$ cat src/rtl/bf_core_param.sv
// bf_core_param: brainfuck core on external program ROM and tape RAM; define BF_INSTR_COUNT_EN to add instr_count
module bf_core_param #(
  parameter int DATA_W = 8,
  parameter int SP_W = 16,
  parameter int PC_W = 16,
  parameter int PROG_LEN = 1024
) (
  input  logic              clock,
  input  logic              reset,
  output logic [PC_W-1:0]   pc,
  input  logic [2:0]        pmem_data_read,
  output logic [SP_W-1:0]   sp,
  input  logic [DATA_W-1:0] tape_data_read,
  output logic              tape_we,
  output logic [DATA_W-1:0] tape_data_write,
  input  logic              in_valid,
  input  logic [DATA_W-1:0] in_data,
  output logic              in_ready,
  output logic              out_valid,
  output logic [DATA_W-1:0] out_data,
  input  logic              out_ready,
  output logic              halted,
  output logic              error
`ifdef BF_INSTR_COUNT_EN
  ,
  output logic [31:0]       instr_count
`endif
);
  typedef enum logic [2:0] {FETCH, EXEC, SKIP_FWD, SKIP_BWD, IN_WAIT, OUT_WAIT, HALT} state_t;
  localparam logic [PC_W-1:0] PC_ONE = PC_W'(1);
  localparam logic [PC_W-1:0] PC_END = PC_W'(PROG_LEN);
  localparam logic [PC_W-1:0] PC_LAST = PC_W'(PROG_LEN - 1);
  localparam logic [SP_W-1:0] SP_ONE = SP_W'(1);
  localparam logic [DATA_W-1:0] D_ONE = DATA_W'(1);
  state_t state, state_n;
  logic [2:0] op, op_n;
  logic [PC_W-1:0] pc_n, depth, depth_n;
  logic [SP_W-1:0] sp_n;
  logic [DATA_W-1:0] out_data_n;
  logic error_n;
  logic cell_zero;
  assign cell_zero = tape_data_read == '0;
  assign halted = state == HALT;
  assign in_ready = state == IN_WAIT;
  assign out_valid = state == OUT_WAIT;
  always_ff @(posedge clock) begin
    if (reset) begin
      state <= FETCH;
      pc <= '0;
      sp <= '0;
      op <= '0;
      depth <= '0;
      out_data <= '0;
      error <= 1'b0;
    end else begin
      state <= state_n;
      pc <= pc_n;
      sp <= sp_n;
      op <= op_n;
      depth <= depth_n;
      out_data <= out_data_n;
      error <= error_n;
    end
  end
`ifdef BF_INSTR_COUNT_EN
  always_ff @(posedge clock) begin
    if (reset) instr_count <= '0;
    else if (state != FETCH && state_n == FETCH) instr_count <= instr_count + 32'd1;
  end
`endif
  always_comb begin
    state_n = state;
    pc_n = pc;
    sp_n = sp;
    op_n = op;
    depth_n = depth;
    out_data_n = out_data;
    error_n = error;
    tape_we = 1'b0;
    tape_data_write = '0;
    case (state)
      FETCH: begin
        state_n = pc == PC_END ? HALT : EXEC;
        op_n = pc == PC_END ? op : pmem_data_read;
      end
      EXEC: begin
        pc_n = pc + PC_ONE;
        state_n = FETCH;
        case (op)
          3'd0, 3'd1: begin
            tape_we = ~reset;
            tape_data_write = op[0] ? tape_data_read - D_ONE : tape_data_read + D_ONE;
          end
          3'd2: sp_n = sp + SP_ONE;
          3'd3: sp_n = sp - SP_ONE;
          3'd4: begin
            depth_n = cell_zero ? PC_ONE : depth;
            state_n = cell_zero ? SKIP_FWD : FETCH;
          end
          3'd5: begin
            depth_n = cell_zero ? depth : PC_ONE;
            pc_n = cell_zero ? pc + PC_ONE : pc - PC_ONE;
            state_n = cell_zero ? FETCH : SKIP_BWD;
          end
          3'd6: begin
            pc_n = pc;
            state_n = IN_WAIT;
          end
          default: begin
            pc_n = pc;
            out_data_n = tape_data_read;
            state_n = OUT_WAIT;
          end
        endcase
      end
      SKIP_FWD: begin
        if (pmem_data_read == 3'd5 && depth == PC_ONE && pc < PC_END) begin
          pc_n = pc + PC_ONE;
          state_n = FETCH;
        end else if (pc >= PC_LAST) begin
          error_n = 1'b1;
          state_n = HALT;
        end else begin
          pc_n = pc + PC_ONE;
          depth_n = pmem_data_read == 3'd4 ? depth + PC_ONE : pmem_data_read == 3'd5 ? depth - PC_ONE : depth;
        end
      end
      SKIP_BWD: begin
        if (pmem_data_read == 3'd4 && depth == PC_ONE) begin
          pc_n = pc + PC_ONE;
          state_n = FETCH;
        end else if (pc == '0) begin
          error_n = 1'b1;
          state_n = HALT;
        end else begin
          pc_n = pc - PC_ONE;
          depth_n = pmem_data_read == 3'd5 ? depth + PC_ONE : pmem_data_read == 3'd4 ? depth - PC_ONE : depth;
        end
      end
      IN_WAIT: begin
        tape_we = in_valid & ~reset;
        tape_data_write = in_valid ? in_data : '0;
        pc_n = in_valid ? pc + PC_ONE : pc;
        state_n = in_valid ? FETCH : IN_WAIT;
      end
      OUT_WAIT: begin
        pc_n = out_ready ? pc + PC_ONE : pc;
        state_n = out_ready ? FETCH : OUT_WAIT;
      end
      HALT: state_n = HALT;
      default: state_n = FETCH;
    endcase
  end
endmodule

$ cat config.mk
export PLATFORM = sky130hd
export DESIGN_NAME = bf_core_param
export DESIGN_NICKNAME = d
export VERILOG_FILES = /design/src/rtl/bf_core_param.sv
export SDC_FILE = /design/constraint.sdc
export NUM_CORES = 1
export LEC_CHECK = 0
export BUFFER_PORTS_ARGS = -buffer_cell sky130_fd_sc_hd__buf_2
export CAP_MARGIN = 40
export CORE_MARGIN = 8
export CORE_UTILIZATION = 30
export CTS_CLUSTER_DIAMETER = 60
export DETAILED_ROUTE_END_ITERATION = 10
export PLACE_DENSITY = 0.59
export REMOVE_ABC_BUFFERS = 1
export SKIP_CTS_REPAIR_TIMING = 1
export SYNTH_ARGS = -nofsm -noshare
export SYNTH_HDL_FRONTEND = slang
export SYNTH_SLANG_ARGS = --single-unit
$ cat constraint.sdc
create_clock -name clock -period 3.2 [get_ports clock]
set_input_delay 0.48 -clock clock [delete_from_list [all_inputs] [get_ports clock]]
set_output_delay 0.48 -clock clock [all_outputs]
set_load 0.02 [all_outputs]
==> flow_metrics.py, run 1 <==
metrics = {
    "setup_path": {
        "cp_max_fo": 11,
        "critPathKind": "reg2reg",
        "cp-start-kind": "register",
        "reg2regPathDepth": 8,
        "worstPathRequired_ns": 3.46,
        "end_kind": "register",
        "r2r_start": "depth[7]",
        "regToRegSetupSlack_ns": 0.25,
        "timing.rr.end": "pc[9]",
        "arrival_ns": 3.22,
    },
    "cts": {
        "clk_latency_ns": 0.33,
        "htree_levels": 3,
        "clkTransAtPathRegs_ns": 0.06,
        "cts.sinks": 63,
        "cts_tree": "done",
        "cts-root-buf": "clkbuf_16",
        "clock_path_buffers": 2,
        "cts_inserted_buffers": 9,
    },
    "final_layout": {
        "multi_input_comb_area_um2": 3030,
        "final_common_cell": "buf_2",
        "finalNonFillerCells": 874,
        "syn_to_final_growth_pct": 20.8,
        "mostFrequentLayoutCells": "75 x buf_2, 69 x nor2_1, 64 x nand2_1, 63 x dfxtp_1, 55 x a21oi_1",
        "drive_gt1_frac": 0.186,
        "antenna_cells": 0,
        "seq_area_um2": 1260,
        "fillerInstances": 1552,
        "final_nets": 723,
    },
    "logic_synthesis": {
        "synthCells": 612,
        "synth-async-reset-ratio": 0,
        "synth-main-ff-cell": "dfxtp_1",
        "syn_area_um2": 4490,
        "synth-seq-area-share": 0.281,
        "synth_cell_types": 64,
        "postSynthAreaPerCell_um2": 7.34,
        "synth_seq_cells": 63,
        "synth_edf_count": 0,
        "synth_warnings": 0,
    },
    "sta": {
        "worst_hold_slack_ns": 0.416,
        "setup_viol": 0,
        "fin_crit_ns": 2.95,
        "post-route-period-util": 0.923,
        "fin_worst_skew_ns": 0.00737,
        "rsz0062_at_grt": "false",
        "relSlewSlack": 0.573,
        "fin_tns_setup_ns": 0,
        "final-max-slew-violation-count": 0,
        "max_freq_mhz": 339,
        "hold_violations": 0,
        "tightest_slew_ns": 0.638,
    },
    "floorplan": {
        "dieArea_um2": 19100,
        "die_y_um": 138,
        "ios": 76,
        "start_util": 0.308,
        "core-area_um2": 14600,
        "fp.dieW_um": 138,
        "rows": 44,
    },
    "route": {
        "vias_per_cell": 5.40,
        "post_drt_wl_per_cell_um": 15.2,
        "postRouteAntennaNets": 0,
        "wirelength_mm": 13.3,
        "first_pass_iters": 5,
        "vias": 4718,
        "drt_iter0_markers": 338,
        "drc": 0,
    },
    "pwr": {
        "power_density_nw_per_um2": 444,
        "p_leak_uw": 0.00216,
        "vdd_ir_drop_max_uv": 246,
    },
    "min_path": {
        "hold_path.class": "in2reg",
        "holdPathStages": 3,
        "min_to": "out_data[6]",
        "min_from": "tape_data_read[6]",
    },
    "grt": {
        "track_usage": 0.135,
        "grt_pass1_wl_mm": 22.1,
        "grt_pass1_vias": 4406,
        "gr-total-overflow": 0,
        "antenna_found_initial": 0,
        "grt_max_degree": 36,
    },
    "placed_design": {
        "gp_congestion": 0.825,
        "portBuffers": 75,
        "hpwl_mm": 9.53,
        "dp_cells": 858,
    },
    "outcome": {
        "status": "finished, final reports clean",
    },
    "job": {
        "drv_cap": 0,
    },
}
[how the worst max path moves through the flow]
| stage | start | endpoint | slack [ns] |
|---|---|---|---|
| after floorplan | depth[7] | pc[4] | 0.21 |
| after global placement | depth[7] | depth[3] | 0.17 |
| after detailed placement | depth[7] | depth[5] | 0.11 |
| after CTS | depth[7] | depth[5] | 0.09 |
| after global routing | op[0] | tape_data_write[6] | 0.04 |
| final | depth[7] | pc[9] | 0.25 |
[layer usage]
metal,wire length [um],vias to the layer above,part of all wire,track usage
met5,0,-,0,0
met2,5970,143,0.45,0.212
met1,6310,2159,0.48,0.175
met3,767,13,0.058,0.0380
li1,-,2403,-,-
met4,204,0,0.015,0.0423
[kinds of logic (layout without fill, tap and decap cells)]
logic type / count (synthesis) / count (layout) / synth area share
buffers and inverters: 51 / 129 / 0.0468
XOR/XNOR: 27 / 27 / 0.0526
AO/OA/AOI/OAI: 173 / 173 / 0.248
adder cells (fa/ha/maj): 15 / 15 / 0.0435
multiplexers: 5 / 5 / 0.0111
AND/OR/NAND/NOR: 278 / 278 / 0.317
flip-flops: 63 / 63 / 0.281
[cell usage after synthesis, types with 4 or more instances]
master,instances,share of area
and4_1,4,0.0078
or4_1,10,0.017
xnor2_1,18,0.035
a211o_1,4,0.0078
xor2_1,9,0.018
nand2_1,64,0.053
o32ai_1,9,0.018
a21oi_1,55,0.061
o31ai_1,5,0.0084
nor4_1,10,0.014
o21ai_0,33,0.037
a211oi_1,5,0.0084
dfxtp_1,63,0.28
nand4_1,6,0.0084
nor2_1,69,0.058
a22oi_1,5,0.0084
nor2b_1,7,0.0097
and2_1,7,0.0097
clkbuf_1,29,0.024
and3_1,10,0.014
inv_1,12,0.010
buf_2,6,0.0067
o22ai_1,9,0.013
a31oi_1,10,0.014
ha_1,14,0.039
mux2i_1,5,0.011
nand2b_1,16,0.022
a311oi_1,7,0.014
nand3_1,24,0.027
or3_1,14,0.019
nor3_1,18,0.020
[state kept, by name, summed over array words and instances (netlist names)]
name / flops
error: 1
sp: 16
depth: 16
op: 3
pc: 16
out_data: 8
state: 3
[critical path, cell delays in order, from the launching register on]
cell	delay [ns]
dfxtp_1	0.30
or4_4	0.55
or4_1	0.59
o31ai_4	0.33
o32ai_1	0.17
or2_1	0.28
buf_4	0.19
a2111o_1	0.34
a21oi_1	0.13
[power by group]
group | internal, uW | switching [uW]
clock network | 599 | 361
registers | 808 | 35.6
logic | 238 | 365
total | 1650 | 761
[metrics by stage]
stage / setup WS [ns] / utilization / total power, uW / cell area [um2]
after global placement: 0.171 / 0.351 / 1460 / 5120
after CTS: 0.0927 / 0.371 / 2430 / 5410
after detailed placement: 0.109 / 0.351 / 1460 / 5120
final: 0.246 / 0.372 / 2410 / 5430
after global routing: 0.0444 / 0.372 / 2540 / 5430
after floorplan: 0.215 / - / 1240 / 4330
[layout make-up]
cell class              instances  area share
clock buffers                  10      0.0422
clock inverters                 6      0.0113
inverters                      13     0.00899
multi-input cells             498       0.559
flip-flops and latches         63       0.232
well taps                     184      0.0424
repair buffers                100       0.104
Note: power is estimated with default switching activity, not from simulation.
==> inputs of run 2 (changes only) <==
--- a/config.mk
+++ b/config.mk
@@ -5,13 +5,14 @@
 export SDC_FILE = /design/constraint.sdc
 export NUM_CORES = 1
 export LEC_CHECK = 0
+export ABC_AREA = 1
 export BUFFER_PORTS_ARGS = -buffer_cell sky130_fd_sc_hd__buf_2
 export CAP_MARGIN = 40
 export CORE_MARGIN = 8
-export CORE_UTILIZATION = 30
+export CORE_UTILIZATION = 35
 export CTS_CLUSTER_DIAMETER = 60
 export DETAILED_ROUTE_END_ITERATION = 10
-export PLACE_DENSITY = 0.59
+export PLACE_DENSITY = 0.64
 export REMOVE_ABC_BUFFERS = 1
 export SKIP_CTS_REPAIR_TIMING = 1
 export SYNTH_ARGS = -nofsm -noshare
==> constraint.sdc (replaced) <==
create_clock -name clock -period 3.6 [get_ports clock]
set_input_delay 0.54 -clock clock [delete_from_list [all_inputs] [get_ports clock]]
set_output_delay 0.54 -clock clock [all_outputs]
set_load 0.02 [all_outputs]
==> flow_metrics.py, run 2 <==
metrics = {
    "logic_synthesis": {
        "synth-main-ff-cell": "dfxtp_1",
        "synth-seq-area-share": 0.222,
        "synth-async-reset-ratio": 0,
        "synth.cells.most_frequent": "245 x nand2_1, 125 x inv_1, 103 x nor2_1, 91 x nand3_1, 76 x a21oi_1",
        "synth_top_area_frac": 0.222,
        "synth_warnings": 0,
        "postSynthAreaPerCell_um2": 5.87,
        "syn_area_um2": 5690,
        "netlist_top_cells_area": "dfxtp_1 22%, nand2_1 16%, inv_1 8.2%",
        "yosysTopAreaCell": "dfxtp_1",
        "synth_cell_types": 43,
        "synthCells": 970,
        "synth_seq_cells": 63,
        "yosysMostFrequentCell": "nand2_1",
        "synth_edf_count": 0,
    },
    "final_layout": {
        "top_regs": "depth: 16 flops, pc: 16 flops, sp: 16 flops",
        "antenna_cells": 0,
        "mostFrequentLayoutCells": "245 x nand2_1, 125 x inv_1, 103 x nor2_1, 91 x nand3_1, 76 x a21oi_1",
        "fillerInstances": 1755,
        "multi_input_comb_area_um2": 3750,
        "final_common_cell": "nand2_1",
        "final_nets": 1063,
        "drive_gt1_frac": 0.123,
        "syn_to_final_growth_pct": 14.3,
        "seq_area_um2": 1260,
    },
    "floorplan": {
        "core-area_um2": 15900,
        "ios": 76,
        "dieArea_um2": 20600,
        "rows": 46,
        "die_y_um": 143,
        "fp.dieW_um": 143,
        "start_util": 0.358,
    },
    "sta": {
        "fin_tns_setup_ns": 0,
        "worst_hold_slack_ns": 0.451,
        "fin_worst_skew_ns": 0.00589,
        "max_freq_mhz": 320,
        "setup_viol": 0,
        "post-route-period-util": 0.867,
        "hold_violations": 0,
        "final-max-slew-violation-count": 0,
        "rsz0062_at_grt": "false",
        "relSlewSlack": 0.449,
        "fin_crit_ns": 3.12,
        "tightest_slew_ns": 0.820,
    },
    "cts": {
        "cts-root-buf": "clkbuf_16",
        "clkTransAtPathRegs_ns": 0.06,
        "cts.sinks": 63,
        "cts_inserted_buffers": 9,
        "htree_levels": 3,
        "cts_tree": "done",
        "clock_path_buffers": 2,
        "clk_latency_ns": 0.34,
    },
    "grt": {
        "grt_max_degree": 35,
        "track_usage": 0.168,
        "gr-total-overflow": 0,
        "grt_pass1_vias": 5806,
        "antenna_found_initial": 0,
        "grt_pass1_wl_mm": 28.1,
    },
    "route": {
        "drc": 0,
        "drt_iter0_markers": 500,
        "wirelength_mm": 16.9,
        "postRouteAntennaNets": 0,
        "vias": 6334,
        "post_drt_wl_per_cell_um": 13.6,
        "first_pass_iters": 5,
        "vias_per_cell": 5.08,
    },
    "setup_path": {
        "cp_slowest_cell": "dfxtp_1",
        "cp_max_fo": 11,
        "end_kind": "primary output",
        "r2r_start": "op[0]",
        "cp-start-kind": "register",
        "reg2regPathDepth": 10,
        "timing.rr.end": "sp[14]",
        "critPathKind": "reg2out",
        "crit_end": "tape_data_write[6]",
        "startpoint": "op[0]",
        "critPathMaxStageDelay_ns": 0.60,
        "regToRegSetupSlack_ns": 1.02,
        "worstPathRequired_ns": 3.06,
        "path_common_cell": "nand2_1",
        "arrival_ns": 2.58,
        "worstPathCellList": "inv_1 > fa_1 > nor2_1 > a211oi_1 > or2_2 > nand2_1 > a21oi_1 > nand2_1 > nand2_1 > o21ai_0 > buf_2",
    },
    "pwr": {
        "p_leak_uw": 0.00316,
        "power_uw": 4130,
        "vdd_ir_drop_max_uv": 328,
        "power_density_nw_per_um2": 636,
    },
    "placed_design": {
        "hpwl_mm": 12.7,
        "gp_congestion": 0.929,
        "portBuffers": 75,
    },
    "outcome": {
        "status": "finished, final reports clean",
    },
    "job": {
        "drv_cap": 0,
    },
    "min_path": {
        "hold_path.class": "in2reg",
    },
}
run 2: cell count changes after synthesis, moves of 15 or more:
cell / before / now
o21ai_0: 33 / 59
xor2_1: 9 / 35
nand2b_1: 16 / 1
nand3_1: 24 / 91
a21oi_1: 55 / 76
nor2_1: 69 / 103
clkbuf_1: 29 / 11
inv_1: 12 / 125
nand2_1: 64 / 245
run 2: through the flow:
| stage | instance area, um2 | instances | utilization | setup WS (ns) |
|---|---|---|---|---|
| finish | 6500 | 1246 | 0.409 | 0.479 |
| CTS | 6500 | 1246 | 0.409 | 0.460 |
| global placement | 6170 | 1228 | 0.388 | 0.857 |
| global route | 6500 | 1246 | 0.409 | 0.279 |
| detailed placement | 6200 | 1230 | 0.391 | 0.817 |
| floorplan | 5490 | 933 | - | 0.891 |
run 2: worst min-delay path by stage:
stage	slack, ns	cells past startpoint	endpoint	start
2_1_floorplan	0.46	2	depth[15]	depth[15]
3_3_place_gp	0.45	2	error	error
3_5_place_dp	0.47	2	error	error
4_1_cts	0.44	3	out_data[6]	tape_data_read[6]
5_1_grt	0.45	3	out_data[6]	tape_data_read[6]
6_report	0.45	3	out_data[6]	tape_data_read[6]
run 2: report_power, final:
group | switching, uW | total, uW | leakage [uW] | internal [uW]
sequential | 199 | 1020 | 0.000513 | 826
combinational | 1490 | 2210 | 0.00251 | 729
clock | 345 | 896 | 0.000144 | 551
run 2: cells by family (layout without fill, tap and decap cells):
kind of cell	Yosys count	in the layout	synth area share
compound gates	174	174	0.168
xor+xnor	41	41	0.0658
fa+ha+maj	15	15	0.0343
buf+inv	165	225	0.119
flops	63	63	0.222
simple gates	512	512	0.391
run 2: critical path: cells and delay by family, from the launching register on:
kind | cells | cell delay, ns
DFF | 1 | 0.60
and+or+nand+nor | 5 | 0.58
adders and majority gates | 1 | 0.44
buffers and inverters | 2 | 0.36
AOI/OAI and AO/OA | 3 | 0.26
run 2: cell type report:
type,instances,share of cell area
Sequential cell,63,0.194
Tap cell,216,0.0416
Inverter,128,0.0739
Clock buffer,10,0.0367
Clock inverter,6,0.00923
Timing Repair Buffer,81,0.0677
Multi-Input combinational cell,742,0.577
run 2: metal layers:
layer  share of wire  routed length [um]  global-route usage  up-vias
met4           0.017                 293              0.0636        0
met1            0.48                8130               0.217     2867
met2            0.45                7690               0.268      175
li1                -                   -                   -     3272
met5               0                   0                   0        -
met3           0.048                 809              0.0345       20
